**src/rtl/led_pwm_fader.sv**
```systemverilog
// Three-channel RGB LED driver: each pattern bit fades its channel between off
// and full brightness one step per tick, and each level is rendered as PWM.
module led_pwm_fader #(
    parameter int PWM_BITS   = 8,
    parameter int TICK_DIV   = 4096,
    parameter int MAX_LEVEL  = 255,
    parameter int ACTIVE_LOW = 1
) (
    input  logic                    clk,
    input  logic                    rst,
    input  logic [2:0]              code_in,
    output logic [2:0]              pwm_out,
    output logic                    busy,
    output logic [3*PWM_BITS-1:0]   level_out
);

    localparam int TICK_W = (TICK_DIV > 1) ? $clog2(TICK_DIV) : 1;
    localparam logic [TICK_W-1:0]   TICK_LAST = TICK_W'(TICK_DIV - 1);
    localparam logic [PWM_BITS-1:0] MAX_LVL   = PWM_BITS'(MAX_LEVEL);
    localparam logic [PWM_BITS-1:0] PWM_LAST  = PWM_BITS'((1 << PWM_BITS) - 2);
    localparam logic                POL       = (ACTIVE_LOW != 0);

    typedef enum logic {
        IDLE,
        FADING
    } state_t;

    state_t              state;
    state_t              state_next;
    logic [2:0]          code_q;
    logic [PWM_BITS-1:0] level      [3];
    logic [PWM_BITS-1:0] level_next [3];
    logic [PWM_BITS-1:0] target     [3];
    logic [TICK_W-1:0]   tick_cnt;
    logic [TICK_W-1:0]   tick_next;
    logic [PWM_BITS-1:0] pwm_cnt;
    logic                any_diff;
    logic                settled;

    always_comb begin
        state_next = state;
        tick_next  = tick_cnt;
        any_diff   = 1'b0;
        settled    = 1'b1;
        for (int i = 0; i < 3; i++) begin
            target[i]     = code_q[i] ? MAX_LVL : '0;
            level_next[i] = level[i];
            if (level[i] != target[i]) begin
                any_diff = 1'b1;
            end
        end

        case (state)
            IDLE: begin
                tick_next = '0;
                if (any_diff) begin
                    state_next = FADING;
                end
            end
            FADING: begin
                // Targets are re-read on every tick, so a changed code simply
                // redirects each channel from wherever it currently sits.
                if (tick_cnt == TICK_LAST) begin
                    tick_next = '0;
                    for (int i = 0; i < 3; i++) begin
                        if (level[i] < target[i]) begin
                            level_next[i] = level[i] + PWM_BITS'(1);
                        end else if (level[i] > target[i]) begin
                            level_next[i] = level[i] - PWM_BITS'(1);
                        end
                        if (level_next[i] != target[i]) begin
                            settled = 1'b0;
                        end
                    end
                    if (settled) begin
                        state_next = IDLE;
                    end
                end else begin
                    tick_next = tick_cnt + TICK_W'(1);
                end
            end
            default: state_next = IDLE;
        endcase
    end

    always_ff @(posedge clk) begin
        if (rst) begin
            code_q   <= 3'b000;
            state    <= IDLE;
            tick_cnt <= '0;
            pwm_cnt  <= '0;
            pwm_out  <= {3{POL}};
            for (int i = 0; i < 3; i++) begin
                level[i] <= '0;
            end
        end else begin
            code_q   <= code_in;
            state    <= state_next;
            tick_cnt <= tick_next;
            // The PWM period skips the all-ones count so a full-scale level stays solidly on.
            pwm_cnt  <= (pwm_cnt == PWM_LAST) ? '0 : pwm_cnt + PWM_BITS'(1);
            for (int i = 0; i < 3; i++) begin
                level[i]   <= level_next[i];
                pwm_out[i] <= (pwm_cnt < level[i]) ^ POL;
            end
        end
    end

    assign busy = (state == FADING);

    always_comb begin
        level_out = '0;
        for (int i = 0; i < 3; i++) begin
            level_out[i*PWM_BITS +: PWM_BITS] = level[i];
        end
    end

endmodule

```
**config.mk**
```make
export PLATFORM = sky130hd
export DESIGN_NAME = led_pwm_fader
export DESIGN_NICKNAME = d
export VERILOG_FILES = /design/src/rtl/led_pwm_fader.sv
export SDC_FILE = /design/constraint.sdc
export NUM_CORES = 1
export LEC_CHECK = 0
export ABC_CLOCK_PERIOD_IN_PS = 8400
export CORE_UTILIZATION = 35
export CTS_CLUSTER_DIAMETER = 30
export CTS_CLUSTER_SIZE = 14
export DETAILED_ROUTE_END_ITERATION = 10
export SETUP_SLACK_MARGIN = 0.15
export SYNTH_ARGS = -nofsm -noshare
export SYNTH_HDL_FRONTEND = slang
export SYNTH_SLANG_ARGS = --single-unit
```
**constraint.sdc**
```tcl
create_clock -name clk -period 8.4 [get_ports clk]
set_input_delay 2.1 -clock clk [delete_from_list [all_inputs] [get_ports clk]]
set_output_delay 2.1 -clock clk [all_outputs]
set_load 0.02 [all_outputs]
```
==> metrics.md <==
| Metric | Value |
|---|---|
| Status | `finished, violations left` |
| Failing checks | `DRC` |
| Ports | `33` |
| # fillers | `1,139` |
| Total power | `557 µW` |
| DRT iter0 DRCs | `264` |
| Setup-failing EPs final | `0` |
| Largest net degree at the start of global routing | `32` |
| Reg2reg start | `code_q[1]` |
| Detail Route Antenna Nets | `0` |
| Vias | `3,940` |
| Post-CTS setup buffer count | `0` |
| Critical path class | `reg2out` |
| Worst path slowest cell | `clkdlybuf4s50_1` |
| Starting Density | `36.3%` |
| Peak VDD IR | `0.101 mV` |
| First-pass GRT wire length | `17,800 µm` |
| PD cells | `116 nW/µm²` |
| Die footprint | `12,400 µm²` |
| Total GRT Usage | `17.3%` |
| CP delay by family, top | `buffers and inverters` |
| Placed cell areas | `4620 µm²` |
| Critical Path RT | `6.30 ns` |
| Top FF cell, synth | `dfxtp_1` |
| Leading post-synthesis cells by cell area | `dfxtp_1, ha_1, xnor2_1` |
| Warnings, synthesis | `0` |
| Sequential fraction of the synthesis area | `24.4%` |
| Post-route cell area | `4790 µm²` |
| CTS Buffer Depth | `2` |
| Commonest cells after routing, fill and taps aside | `ha_1, nor2_1, dfxtp_1` |
| CTS Root Buffer Type | `clkbuf_16` |
| Mean Syn Cell Area | `7.89 µm²` |
| Most common cell after layout, fill and taps aside | `ha_1` |
| Hold Startpoint | `tick_cnt[0]` |
| Std-Cell Rows | `39` |
| CP peak stage delay | `0.68 ns` |
| Num CTS Buffers | `5` |
| Post-synth EDFFs | `0` |
| Remaining DRCs | `4` |
| CTS clock-pin slew for the worst setup and hold paths | `0.07 ns` |
| Util after Layout | `41.6%` |
| H-tree depth | `2` |
| Fmax | `0.275 GHz` |
| CP startpoint kind | `register` |
| Register Area | `1020 µm²` |
| Resize count post-CTS | `0` |
| Cells after Synth | `530` |
| Area grow syn2layout | `14.4%` |
| DR WL/cell | `15.1 µm` |
| Share of cells above drive strength 1 | `5.04%` |
| Crit end category | `output port` |
| Crit. Startpoint | `level[0][11]` |
| CTS tree | `done` |
| Crit path cell chain | `clkdlybuf4s50_1` |
| Fin crit share | `43.3%` |
| Ant. Diodes | `0` |
| Number of vias per cell | `5.64` |
| Worst hold path type | `reg2reg` |
| Initial antenna violation count | `0` |
| Area of the multi-input gates | `2970 µm²` |
| Drt pass-1 iters | `8` |
| Yosys reg bits | `51` |
| LEAKAGE | `1.77 nW` |
| Setup Skew | `0.00606 ns` |
| Final hold vios | `0` |
| Cts hold-fix bufs | `0` |
| Worst-skew pair later-pin latency | `0.29 ns` |
| GP Congestion | `0.847` |
| Synthesized net count | `589` |
| Final net count | `614` |
| Max-slew headroom | `42.3%` |
| Fin. max-slew vios | `0` |
| Core ar. | `11,500 µm²` |
| Clock sinks | `51` |
| Unrepaired setup endpoints after global routing | `false` |
| Crit path max fanout | `11` |
| Grt total ovfl | `0` |
| HPWL Detailed | `7800 µm` |
| Hold WS | `0.469 ns` |
| Max-cap viol count | `0` |
| IO Port Bufs | `32` |
| Die height | `111 µm` |
| DIE WIDTH | `111 µm` |
| Yosys top cell by area | `dfxtp_1` |
| CP Buf/Inv Count | `1` |
| Min cycle time layout | `3.64 ns` |
| Critical path data arrival time | `1.54 ns` |
| Vias in the first global route | `3,672` |
| Distinct cells, synth | `63` |
| Routed wire length | `10,600 µm` |
| Sum of negative setup slack | `0 ns` |
| Async SR Flop Fraction | `0%` |
| Worst Tran Pin Value | `0.863 ns` |
| Mapped Area | `4180 µm²` |
| Post-synth top area share | `24.4%` |
where the power goes:
| part | switching, mW | internal (mW) |
|---|---|---|
| clock | 0.0891 | 0.141 |
| combinational | 0.0427 | 0.0338 |
| sequential | 0.00486 | 0.246 |
| total | 0.137 | 0.420 |
worst paths after layout:
check	to	slack, ns	cells after the start
max	level_out[11]	4.76	1
min	tick_cnt[0]	0.47	1
max reg2reg	busy	4.92	11
min reg2reg	tick_cnt[0]	0.47	1
area by class of cell:
type | count | area share [%]
sequential | 51 | 21.3
timing repair buffer | 33 | 6.85
clock buffer | 5 | 2.61
clock inverter | 3 | 0.915
multi-input combinational | 433 | 62.1
inverter | 31 | 2.43
tap | 143 | 3.74
flip-flops by register name, summed over array words and instances (netlist names):
register	count
pwm_out	3
busy	1
pwm_cnt	8
tick_cnt	12
code_q	3
level	24
stage by stage:
step / setup WS [ns] / instances
CTS: 4.75 / 699
detailed placement: 4.77 / 691
finish: 4.76 / 699
floorplan: 5.46 / 530
global placement: 4.82 / 691
global route: 4.59 / 699
kinds of logic (layout without fill, tap and decap cells):
group / after synthesis / count (layout) / share of synthesized area (%)
compound gates: 137 / 137 / 21.5
xor+xnor: 34 / 34 / 7.12
fa+ha+maj: 54 / 54 / 16.2
buf+inv: 46 / 72 / 4.49
flops: 51 / 51 / 24.4
mux: 6 / 6 / 1.50
simple gates: 202 / 202 / 24.9
Yosys cell counts (4+ instances only):
cell type  number
o21ai_1         5
ha_1           54
o2111ai_1       5
o21ai_0        30
nand4_1        17
a21o_1         14
nand2_1        36
nor4_1          6
a21oi_1        42
inv_1          29
dfxtp_1        51
xor2_1          8
nand3_1        20
and3_1          9
and2_1          4
clkbuf_1       10
nor3_1         15
a31oi_1         4
nor2b_1         9
a2111oi_0       4
nor2_1         52
or3_1          15
mux2i_1         4
xnor2_1        26
metal layers:
layer / wire [µm] / GRT usage [%] / vias to the layer above / part of all wire, %
met5: 0 / 0 / - / 0
li1: - / - / 1981 / -
met4: 78 / 3.15 / 0 / 0.74
met2: 5000 / 30.0 / 99 / 47
met3: 439 / 2.24 / 9 / 4.2
met1: 5050 / 23.0 / 1851 / 48
(Power assumes the default switching activity.)
